==> src/rtl/spi_master_arbiter.sv <==
// spi_master_arbiter
//   Round-robin arbiter and frame sequencer for the SPI master bit lane.
//   Grants the shared lane to one requester, walks the lane phase counter
//   through one frame, and drives per-device slave selects and SCLK.
//
//   Parameters:
//     BYTES   - bytes per frame (frame = 8*BYTES+2 bits), must match lane
//     NREQ    - number of requesters / slaves (1..8)
//     GAP_CYC - idle clocks with all ss_n high between frames (1..15)
//
//   Ports:
//     clk      - bit clock shared with the lane
//     reset_n  - asynchronous active-low reset
//     req      - per-requester frame request (level, held until done)
//     gnt      - one-hot grant, stable from SETUP through DONE
//     cnt      - phase counter to the lane
//     sclk     - SPI clock, idle low
//     ss_n     - active-low slave selects
//     done     - one-cycle pulse, lane sdat valid
//     busy     - high whenever a frame or inter-frame gap is in progress
//
//   Build option: define SPI_ARB_PRIORITY_EN for fixed priority (lowest set
//   req index wins, no rotating pointer); default is round-robin.
module spi_master_arbiter #(
  parameter int BYTES   = 1,
  parameter int NREQ    = 2,
  parameter int GAP_CYC = 2
) (
  input  logic             clk,
  input  logic             reset_n,
  input  logic [NREQ-1:0]  req,
  output logic [NREQ-1:0]  gnt,
  output logic [BYTES+3:0] cnt,
  output logic             sclk,
  output logic [NREQ-1:0]  ss_n,
  output logic             done,
  output logic             busy
);

  localparam int unsigned CW = BYTES + 4;
  localparam int unsigned NR = NREQ;
  localparam int unsigned IW = (NREQ > 1) ? $clog2(NREQ) : 1;
  localparam logic [CW-1:0] CNT_LAST = CW'(2 * (8 * BYTES + 2) - 1);
  localparam logic [3:0]    GAP_LAST = 4'(GAP_CYC - 1);

  typedef enum logic [2:0] {
    S_IDLE,
    S_SETUP,
    S_SHIFT,
    S_DONE,
    S_GAP
  } state_t;

  state_t          state, state_d;
  logic [3:0]      gap_cnt, gap_cnt_d;
  logic [NREQ-1:0] gnt_d, ss_n_d;
  logic [CW-1:0]   cnt_d;
  logic            sclk_d, done_d, busy_d;
  logic            sel_found;
  logic [IW-1:0]   sel_idx;

`ifdef SPI_ARB_PRIORITY_EN
  always_comb begin
    sel_found = 1'b0;
    sel_idx   = '0;
    for (int unsigned i = 0; i < NR; i++) begin
      if (!sel_found && req[IW'(i)]) begin
        sel_found = 1'b1;
        sel_idx   = IW'(i);
      end
    end
  end
`else
  logic [IW-1:0] ptr, ptr_d;

  // Search begins at ptr (one past the last grant) and wraps to index 0.
  always_comb begin
    int unsigned idx;
    sel_found = 1'b0;
    sel_idx   = '0;
    idx       = 0;
    for (int unsigned i = 0; i < NR; i++) begin
      idx = 32'(ptr) + i;
      if (idx >= NR) idx = idx - NR;
      if (!sel_found && req[IW'(idx)]) begin
        sel_found = 1'b1;
        sel_idx   = IW'(idx);
      end
    end
  end

  always_comb begin
    ptr_d = ptr;
    if (state == S_IDLE && sel_found) begin
      if (32'(sel_idx) == NR - 1) ptr_d = '0;
      else                        ptr_d = sel_idx + 1'b1;
    end
  end

  always_ff @(posedge clk or negedge reset_n) begin
    if (!reset_n) ptr <= '0;
    else          ptr <= ptr_d;
  end
`endif

  // State register plus registered outputs.
  always_ff @(posedge clk or negedge reset_n) begin
    if (!reset_n) begin
      state   <= S_IDLE;
      gap_cnt <= '0;
      gnt     <= '0;
      ss_n    <= '1;
      cnt     <= '0;
      sclk    <= 1'b0;
      done    <= 1'b0;
      busy    <= 1'b0;
    end else begin
      state   <= state_d;
      gap_cnt <= gap_cnt_d;
      gnt     <= gnt_d;
      ss_n    <= ss_n_d;
      cnt     <= cnt_d;
      sclk    <= sclk_d;
      done    <= done_d;
      busy    <= busy_d;
    end
  end

  // Next-state logic; cnt doubles as the SHIFT length counter.
  always_comb begin
    state_d = state;
    unique case (state)
      S_IDLE:  if (sel_found) state_d = S_SETUP;
      S_SETUP: state_d = S_SHIFT;
      S_SHIFT: if (cnt == CNT_LAST) state_d = S_DONE;
      S_DONE:  state_d = S_GAP;
      S_GAP:   if (gap_cnt == GAP_LAST) state_d = S_IDLE;
      default: state_d = S_IDLE;
    endcase
  end

  // Output logic. ss_n, sclk and done are loaded from the state being left,
  // so they trail the state by one clock: ss_n falls one clock after SETUP
  // is entered and done pulses in the first GAP clock.
  always_comb begin
    gnt_d     = gnt;
    ss_n_d    = '1;
    cnt_d     = '0;
    sclk_d    = 1'b0;
    done_d    = 1'b0;
    gap_cnt_d = '0;
    busy_d    = (state_d != S_IDLE);
    unique case (state)
      S_IDLE: begin
        gnt_d = '0;
        if (sel_found) gnt_d[sel_idx] = 1'b1;
      end
      S_SETUP: ss_n_d = ~gnt;
      S_SHIFT: begin
        ss_n_d = ~gnt;
        sclk_d = ~cnt[0];
        cnt_d  = (cnt == CNT_LAST) ? '0 : cnt + 1'b1;
      end
      S_DONE: begin
        done_d = 1'b1;
        gnt_d  = '0;
      end
      S_GAP: begin
        gnt_d     = '0;
        gap_cnt_d = gap_cnt + 1'b1;
      end
      default: gnt_d = '0;
    endcase
  end

endmodule

==> config.mk <==
export PLATFORM = sky130hd
export DESIGN_NAME = spi_master_arbiter
export DESIGN_NICKNAME = d
export VERILOG_FILES = /design/src/rtl/spi_master_arbiter.sv
export SDC_FILE = /design/constraint.sdc
export NUM_CORES = 1
export LEC_CHECK = 0
export BUFFER_PORTS_ARGS = -buffer_cell sky130_fd_sc_hd__buf_2
export CORE_MARGIN = 3
export CORE_UTILIZATION = 51
export DETAILED_ROUTE_END_ITERATION = 8
export PLACE_DENSITY_LB_ADDON = 0.2
export SYNTH_ARGS = -nofsm -noshare
export SYNTH_HDL_FRONTEND = slang
export SYNTH_SLANG_ARGS = --single-unit
==> constraint.sdc <==
create_clock -name clk -period 2.3 [get_ports clk]
set_input_delay 0.23 -clock clk [delete_from_list [all_inputs] [get_ports clk]]
set_output_delay 0.23 -clock clk [all_outputs]
set_load 0.01 [all_outputs]
==> results of run 1 <==
## layout by cell type, fill, tap and decap left out, drive strengths merged
master / instances
a21o: 1
a21oi: 2
a22o: 1
a31oi: 1
a32o: 1
and2: 1
and3: 1
and3b: 1
buf: 15
clkbuf: 4
dfrtp: 18
dfstp: 2
dlygate4sd3: 1
ha: 3
inv: 2
mux2: 1
nand2: 3
nand2b: 4
nand3: 2
nand3b: 3
nor2: 10
nor3b: 1
nor4: 1
o211ai: 2
o21ai: 3
or3b: 3
or4: 1
xnor2: 2
xor2: 2
## area by class of cell
class | instances | area (um2) | area share
sequential | 20 | 503 | 0.497
multi-input combinational | 50 | 360 | 0.356
timing repair buffer | 16 | 85.1 | 0.0841
tap | 24 | 30.0 | 0.0297
clock buffer | 4 | 26.3 | 0.0260
inverter | 2 | 7.51 | 0.00742
## routing by layer
| metal | GRT usage | share of wire | vias up |
|---|---|---|---|
| li1 | - | - | 290 |
| met1 | 0.199 | 0.50 | 286 |
| met2 | 0.245 | 0.44 | 16 |
| met3 | 0.0221 | 0.033 | 4 |
| met4 | 0.0968 | 0.018 | 0 |
| met5 | 0 | 0 | - |
## how the worst min path moves through the flow
stage / slack, ns / cells after the start / to / startpoint
CTS: 0.27 / 3 / gnt[1] / req[1]
detailed placement: 0.20 / 1 / gap_cnt[2] / reset_n
finish: 0.27 / 3 / gnt[1] / req[1]
global route: 0.29 / 3 / gnt[1] / req[1]
global placement: 0.20 / 1 / sclk / reset_n
floorplan: -0.07 / 0 / busy / reset_n
## state kept, by name, indices dropped and copies added (netlist names)
signal   cells
gap_cnt      4
state        3
done         1
ss_n         2
busy         1
sclk         1
ptr          1
gnt          2
cnt          5
## what timing repair did
item | CTS | global route
hold buffers | 1 | 0
endpoints found under the setup margin | 0 | 0
endpoints found under the hold margin | 18 | 0
## through the flow
step	total power, mW	hold slack, ns	util	worst slack (ns)	instances
after global placement	0.895	0.201	0.612	0.976	111
final	1.06	0.275	0.635	0.857	116
after global routing	1.13	0.289	0.635	0.818	116
after CTS	1.07	0.268	0.635	0.879	116
after floorplan	0.829	-0.0656	-	0.941	75
after detailed placement	0.906	0.198	0.612	0.899	111
## worst reg2reg max path: cells and delay by family (launching register included)
family | cells | cell delay [ns]
adder cells (fa/ha/maj) | 1 | 0.29
flip-flops | 1 | 0.47
AND/OR/NAND/NOR | 2 | 0.59
## report_power, final
part / switching [mW] / internal [mW] / leakage, nW
clock: 0.0979 / 0.0673 / 0.0150
sequential: 0.0993 / 0.454 / 0.259
combinational: 0.174 / 0.170 / 0.207
## kinds of logic (layout without fill, tap and decap cells)
| logic type | after synthesis | after routing | share of synthesized area |
|---|---|---|---|
| compound gates | 11 | 11 | 0.0913 |
| xor+xnor | 4 | 4 | 0.0387 |
| fa+ha+maj | 3 | 3 | 0.0415 |
| buf+inv | 5 | 22 | 0.0456 |
| flops | 20 | 20 | 0.556 |
| mux | 1 | 1 | 0.0124 |
| simple gates | 31 | 31 | 0.214 |
==> impl_metrics.ini, run 1 <==
[setup_path]
worst_path_largest_cell_delay_ns = 0.47
worstPathRequired_ns = 2.49
critical_path.startpoint = cnt[0]
critical_path.top_delay_family = simple AND/OR/NAND/NOR gates
path_max_fanout = 5
crit-reg2reg-capture = cnt[1]
cp-endpoint = cnt[1]
critPathSlowestCell = sky130_fd_sc_hd__dfrtp_1
crit_chain = ha_1, or3b_1, and3_1
critical_path_arrival_ns = 1.64
r2r_start = cnt[0]
worst_setup_path_end_kind = register
crit_type = reg -> reg
cp.buffers_inverters = 0
start_kind = register
ff2ff_setup_slack_ns = 0.86
critical_path_cell_count = 3
r2r_cells = 3

[power_and_ir_drop]
cellLeakagePower_nw = 0.480
vdd_drop_max_mv = 0.505
power_density_mw_per_mm2 = 1050

[yosys]
synth_top_area_share = 0.498
synth_seq_cells = 20
synth_area_um2 = 905
ys_seq_area_frac = 0.556
yosys_most_used_dff = sky130_fd_sc_hd__dfrtp_1
synth_fp_nets = 82
netlist_top_cells_count = 18 x sky130_fd_sc_hd__dfrtp_1, 9 x sky130_fd_sc_hd__nor2_1, 4 x sky130_fd_sc_hd__nand2b_1
synth.lib_cells_used.distinct = 31
share_of_flip_flops_with_an_asynchronous_set_or_reset_after_synthesis = 1.00
most_numerous_cell_in_the_yosys_netlist = sky130_fd_sc_hd__dfrtp_1
synthDominantAreaCellType = sky130_fd_sc_hd__dfrtp_1
synth.yosys.warnings = 0
synth_area_per_cell_um2 = 12.1
synthCells = 75
synth.top_cells.by_area = sky130_fd_sc_hd__dfrtp_1 50%, sky130_fd_sc_hd__dfstp_2 5.8%, sky130_fd_sc_hd__ha_1 4.1%, sky130_fd_sc_hd__nor2_1 3.7%, sky130_fd_sc_hd__buf_6 3.7%
synth_enable_flop_cells = 0

[floorplan]
floorplan_core_area_mm2 = 0.00159
core.rowCount = 14
num_ports = 16
fp.dieArea_mm2 = 0.00232
chipWidth_um = 48.1
die-height_um = 48.1
initial_utilization = 0.568

[route]
avgRoutedWirePerCell_um = 13.3
vias = 596
drc = 0
postRouteWirelength_mm = 1.54
vias_per_cell = 5.14
dr.first_iter.drc_count = 9
ant_nets = 0
drt_pre_antenna_iters = 4

[hold_path]
class_of_the_tightest_hold_or_removal_check = in -> reg

[grt]
gr-total-overflow = 0
grt_pass1_vias = 565
grt_usage = 0.155
pin_count_of_the_biggest_net_entering_global_routing = 21
antenna_found_initial = 0
grt_first_pass_wirelength_mm = 2.43

[outcome]
status = complete, no violations

[timing]
setup_total_negative_slack_ns = 0
setup_viol_count_final = 0
final.min_clock_period_ns = 1.44
maxClockFrequency_mhz = 693
finalCritPeriodShare = 0.628
grt_setup_unrepaired = no
timing_worst_slew_pin_value_ns = 0.443
count_of_final_hold_check_violations = 0
slew_viol_final = 0
maxSlewHeadroom = 0.705
clock_skew_ns = 0.00473

[clock_tree]
clock-sinks = 20
cts-htree-levels = 1
post_cts_setup_driven_buffer_insertion_count = 0
clk_transition_reported_paths_ns = 0.11
resize_count_post_cts = 0
tritoncts_clock_tree = yes
clock_path_buffers = 2
clock_tree_root_buffer_cell = sky130_fd_sc_hd__clkbuf_4
clock_latency_ns = 0.29
cts_made_buffers = 3

[finish]
share_of_cells_above_drive_strength_1 = 0.304
final_design_area_no_fill_mm2 = 0.00101
num_antenna_cells = 0
fill_cells = 131
area_delta_synth_final_pct = 11.9
final_nets = 100

[place]
globalplace.congestion = 0.739
place_hpwl_mm = 1.09
postPlaceCellArea_um2 = 976
port_buffers = 15

[flow_run]
drv.max_cap_violation_count = 0
No activity file was read; power rests on OpenSTA's default activity.
==> run 2: changes to the inputs <==
ABC_AREA = 1   (was default)
clock period = 1.48 ns   (was 2.3 ns; I/O delays follow)
==> impl_metrics.ini, run 2 <==
[outcome]
status = complete, no violations

[place]
dp.cells = 120
place_hpwl_mm = 1.08
globalplace.congestion = 0.734
port_buffers = 15
pre_cts_ws_ns = 0.259

[clock_tree]
cts_hold_repair.buffers = 1
resize_count_post_cts = 0
clock_latency_ns = 0.30
clock-sinks = 20
clock_tree_root_buffer_cell = sky130_fd_sc_hd__clkbuf_4
cts_made_buffers = 3
clock_path_buffers = 2
post_cts_setup_driven_buffer_insertion_count = 0
tritoncts_clock_tree = yes
cts-htree-levels = 1
clk_transition_reported_paths_ns = 0.11

[route]
dr.first_iter.drc_count = 13
avgRoutedWirePerCell_um = 11.2
drt_pre_antenna_iters = 6
vias_per_cell = 4.92
vias = 615
postRouteWirelength_mm = 1.40
drc = 0
ant_nets = 0

[finish]
final_core_utilization = 0.644
final_nets = 117
share_of_cells_above_drive_strength_1 = 0.312
num_antenna_cells = 0
area_delta_synth_final_pct = 16.6
largest_register_ffs = 5
fill_cells = 133
regMostFlops = cnt
most_common_cell_after_layout_fill_and_taps_aside = sky130_fd_sc_hd__dfrtp_1
fin_cells = 125
reg_top3 = cnt (5), gap_cnt (4), state (3)
layout_common_cells = 18 x sky130_fd_sc_hd__dfrtp_1, 17 x sky130_fd_sc_hd__nand2_1, 15 x sky130_fd_sc_hd__buf_2

[grt]
pin_count_of_the_biggest_net_entering_global_routing = 21
grt_first_pass_wirelength_mm = 2.36
gr-total-overflow = 0
grt_usage = 0.156
antenna_found_initial = 0
grt_pass1_vias = 580

[yosys]
ys_seq_area_frac = 0.590
synth.yosys.warnings = 0
share_of_flip_flops_with_an_asynchronous_set_or_reset_after_synthesis = 1.00
synth.top_cells.by_area = sky130_fd_sc_hd__dfrtp_1 53%, sky130_fd_sc_hd__nand2_1 7.5%, sky130_fd_sc_hd__dfstp_2 6.2%, sky130_fd_sc_hd__nor2_1 6.2%, sky130_fd_sc_hd__ha_1 4.4%
synth_fp_nets = 96
synth_top_area_share = 0.529
netlist_top_cells_count = 18 x sky130_fd_sc_hd__dfrtp_1, 17 x sky130_fd_sc_hd__nand2_1, 14 x sky130_fd_sc_hd__nor2_1, 8 x sky130_fd_sc_hd__inv_1
synth_enable_flop_cells = 0
most_numerous_cell_in_the_yosys_netlist = sky130_fd_sc_hd__dfrtp_1
synth_seq_cells = 20
synth.lib_cells_used.distinct = 18
synth_area_per_cell_um2 = 9.57
synth_area_um2 = 852
synthCells = 89
synthDominantAreaCellType = sky130_fd_sc_hd__dfrtp_1
yosys_most_used_dff = sky130_fd_sc_hd__dfrtp_1

[setup_path]
critical_path_arrival_ns = 1.43
crit_type = reg -> reg
path_max_fanout = 5
crit-reg2reg-capture = busy
ff2ff_setup_slack_ns = 0.24
start_kind = register
worstPathRequired_ns = 1.67
worst_setup_path_end_kind = register
r2r_start = cnt[0]
r2r_cells = 7

[timing]
slew_viol_final = 0
final.min_clock_period_ns = 1.24
finalCritPeriodShare = 0.838
timing_worst_slew_pin_value_ns = 0.441
maxSlewHeadroom = 0.706
grt_setup_unrepaired = no
count_of_final_hold_check_violations = 0
setup_total_negative_slack_ns = 0
worst_slack_ns = 0.239
setup_viol_count_final = 0
maxClockFrequency_mhz = 806
clock_skew_ns = 0.00458

[hold_path]
hold_path_startpoint = req[1]
hold_depth = 3
class_of_the_tightest_hold_or_removal_check = in -> reg
timing.hold.worst_endpoint = gnt[1]

[power_and_ir_drop]
power_density_mw_per_mm2 = 1700
cellLeakagePower_nw = 0.525
vdd_drop_max_mv = 1.09

[floorplan]
num_ports = 16
core.rowCount = 14
die-height_um = 46.9
floorplan_core_area_mm2 = 0.00154
initial_utilization = 0.553
chipWidth_um = 46.9
fp.dieArea_mm2 = 0.00220

[flow_run]
drv.max_cap_violation_count = 0
## run 2: critical path, cell delays in order, from the launching register on
cell	delay (ns)
sky130_fd_sc_hd__dfrtp_1	0.43
sky130_fd_sc_hd__ha_1	0.27
sky130_fd_sc_hd__nand2_1	0.07
sky130_fd_sc_hd__inv_1	0.03
sky130_fd_sc_hd__nand2_1	0.10
sky130_fd_sc_hd__nor2_1	0.06
sky130_fd_sc_hd__nor2_2	0.09
sky130_fd_sc_hd__nand2_1	0.07
## run 2: how the worst max path moves through the flow
stage	from	end	cells after the start	slack, ns
6_report	cnt[0]	busy	7	0.24
4_1_cts	cnt[0]	busy	7	0.24
2_1_floorplan	cnt[0]	busy	7	0.30
3_5_place_dp	cnt[0]	busy	7	0.26
3_3_place_gp	cnt[0]	busy	7	0.31
5_1_grt	cnt[0]	busy	7	0.17
## run 2: metrics by stage
stage | hold WS (ns) | total power, mW | area [um2]
floorplan | -0.148 | 1.21 | 852
global placement | 0.113 | 1.38 | 947
detailed placement | 0.117 | 1.40 | 947
CTS | 0.122 | 1.71 | 993
global route | 0.139 | 1.84 | 993
finish | 0.127 | 1.69 | 993
## run 2: report_power, final
group / switching, mW / total [mW] / leakage [nW] / internal, mW
Sequential: 0.0964 / 0.806 / 0.259 / 0.710
Combinational: 0.365 / 0.574 / 0.245 / 0.209
Clock: 0.159 / 0.309 / 0.0210 / 0.150
Total: 0.621 / 1.69 / 0.525 / 1.07
## run 2: layout make-up
class | instances | area (um2) | share of cell area
Sequential cell | 20 | 503 | 0.506
Clock buffer | 4 | 36.3 | 0.0365
Timing Repair Buffer | 16 | 85.1 | 0.0856
Multi-Input combinational cell | 57 | 304 | 0.306
Inverter | 12 | 45.0 | 0.0453
Tap cell | 16 | 20.0 | 0.0202
## run 2: layer usage
metal / wire [um] / track usage
met3: 48 / 0.0230
met5: 0 / 0
met1: 614 / 0.179
met4: 11 / 0.0994
met2: 729 / 0.268
## run 2: cells by family after synthesis
kind of cell               after synthesis  share of synthesized area
adders and majority gates                3                     0.0441
AOI/OAI and AO/OA                        4                     0.0235
and+or+nand+nor                         47                      0.258
xor gates and xnor gates                 3                     0.0308
buffers and inverters                   12                     0.0529
DFF                                     20                      0.590
==> run 3: changes to the inputs <==
ABC_AREA = 0   (was 1)
clock period = 1.2 ns   (was 1.48 ns; I/O delays follow)
==> impl_metrics.ini, run 3 (synthesized netlist as in run 1, its figures left out) <==
[outcome]
status = finished, violations left
failed_checks = setup timing

[floorplan]
num_ports = 16
chipWidth_um = 48.1
die-height_um = 48.1
fp.dieArea_mm2 = 0.00232
core.rowCount = 14
initial_utilization = 0.568
floorplan_core_area_mm2 = 0.00159

[timing]
hold_slack_ns = 0.128
slew_viol_final = 0
final.min_clock_period_ns = 1.22
setup_viol_count_final = 5
count_of_final_hold_check_violations = 0
finalCritPeriodShare = 1.02
clock_skew_ns = 0.00174
worst_slack_ns = -0.0248
maxSlewHeadroom = 0.710
maxClockFrequency_mhz = 816
grt_setup_unrepaired = yes
setup_total_negative_slack_ns = -0.0632
timing_worst_slew_pin_value_ns = 0.435

[finish]
fill_cells = 111
final_nets = 114
most_common_cell_after_layout_fill_and_taps_aside = sky130_fd_sc_hd__buf_2
num_antenna_cells = 0
reg_top3 = cnt (5), gap_cnt (4), state (3)
share_of_cells_above_drive_strength_1 = 0.557
regArea_um2 = 510
regMostFlops = cnt
layout_common_cells = 15 x sky130_fd_sc_hd__buf_2, 14 x sky130_fd_sc_hd__buf_4, 12 x sky130_fd_sc_hd__dfrtp_1
fin_cells = 130
area_delta_synth_final_pct = 32.2
area_occupied_by_multi_input_gates_um2 = 432
final_core_utilization = 0.750
final_design_area_no_fill_mm2 = 0.00120
largest_register_ffs = 5

[setup_path]
critical_path_arrival_ns = 1.46
critPathSlowestCell = sky130_fd_sc_hd__dfrtp_2
critical_path.top_delay_family = simple AND/OR/NAND/NOR gates
worst_path_largest_cell_delay_ns = 0.47
crit_type = reg -> reg
worst_setup_path_end_kind = register
start_kind = register
worstPathRequired_ns = 1.43
path_max_fanout = 7
cp.buffers_inverters = 0
crit_chain = or3b_4, a21o_1, nand2b_1

[place]
postPlaceCellArea_mm2 = 0.00108
pre_cts_ws_ns = -0.0741
place_hpwl_mm = 1.25
dp.cells = 120
globalplace.congestion = 0.698
port_buffers = 15

[route]
ant_nets = 0
drc = 0
vias_per_cell = 4.95
avgRoutedWirePerCell_um = 13.7
dr.first_iter.drc_count = 11
drt_pre_antenna_iters = 4
vias = 644
postRouteWirelength_mm = 1.79

[grt]
gr-total-overflow = 0
grt_first_pass_wirelength_mm = 2.69
grt_pass1_vias = 608
pin_count_of_the_biggest_net_entering_global_routing = 21
antenna_found_initial = 0
grt_usage = 0.175

[power_and_ir_drop]
totalPowerFinal_mw = 2.49
vdd_drop_max_mv = 1.40
power_density_mw_per_mm2 = 2080
cellLeakagePower_nw = 0.557

[flow_run]
drv.max_cap_violation_count = 0

[clock_tree]
clock-sinks = 20
tritoncts_clock_tree = yes
clock_tree_root_buffer_cell = sky130_fd_sc_hd__clkbuf_4
cts_made_buffers = 3
clock_path_buffers = 2
clk_transition_reported_paths_ns = 0.10
clock_latency_ns = 0.30
cts-htree-levels = 1

[hold_path]
class_of_the_tightest_hold_or_removal_check = in -> reg
run 3: cell count changes in the layout (fill, tap and decap cells not counted), sizes merged, moves of 2 or more:
cell    change
inv        -10
nand2      -17
nand4       -3
nand2b      +4
o211ai      +2
nand3       -3
nor2        -9
nand3b      +3
buf        +14
or3b        +3
run 3: routing by layer:
metal | track usage | up-vias | routed length (um)
met4 | 0.0968 | 0 | 22
met2 | 0.285 | 16 | 891
met1 | 0.219 | 304 | 812
met5 | 0 | - | 0
met3 | 0.0332 | 2 | 59
li1 | - | 322 | -
run 3: final timing paths:
kind | end | from | depth (start not counted) | slack, ns
worst max register to register | state[2] | state[1] | 3 | -0.02
worst min-delay path | gnt[1] | req[1] | 3 | 0.13
min in group asynchronous | gap_cnt[2] | reset_n | 2 | 0.28
max in group asynchronous | ss_n[0] | reset_n | 2 | 0.58
worst min register to register | ss_n[0] | gnt[0] | 1 | 0.45
worst max-delay path | state[2] | state[1] | 3 | -0.02
run 3: worst min-delay path, stage by stage:
cell,delay (ns)
sky130_fd_sc_hd__buf_2,0.11
sky130_fd_sc_hd__o211ai_1,0.08
sky130_fd_sc_hd__a31oi_1,0.09
run 3: layout make-up:
type | count | share of cell area
tap | 24 | 0.0251
clock buffer | 4 | 0.0220
timing repair buffer | 30 | 0.159
sequential | 20 | 0.427
multi-input combinational | 50 | 0.361
inverter | 2 | 0.00628
run 3: repair_timing:
action / in CTS / in global routing
gates cloned: 0 / 0
buffers inserted: 2 / 3
hold endpoints to repair: 18 / 0
pin swaps: 2 / 1
endpoints found under the setup margin: 13 / 14
hold buffers: 1 / 0
gates resized for setup: 4 / 10
run 3: where the power goes:
| part | total [mW] | leakage (nW) | internal, mW | switching, mW |
|---|---|---|---|---|
| Clock | 0.322 | 0.0150 | 0.130 | 0.193 |
| Combinational | 1.11 | 0.292 | 0.607 | 0.500 |
| Sequential | 1.06 | 0.250 | 0.883 | 0.173 |
| Total | 2.49 | 0.557 | 1.62 | 0.866 |
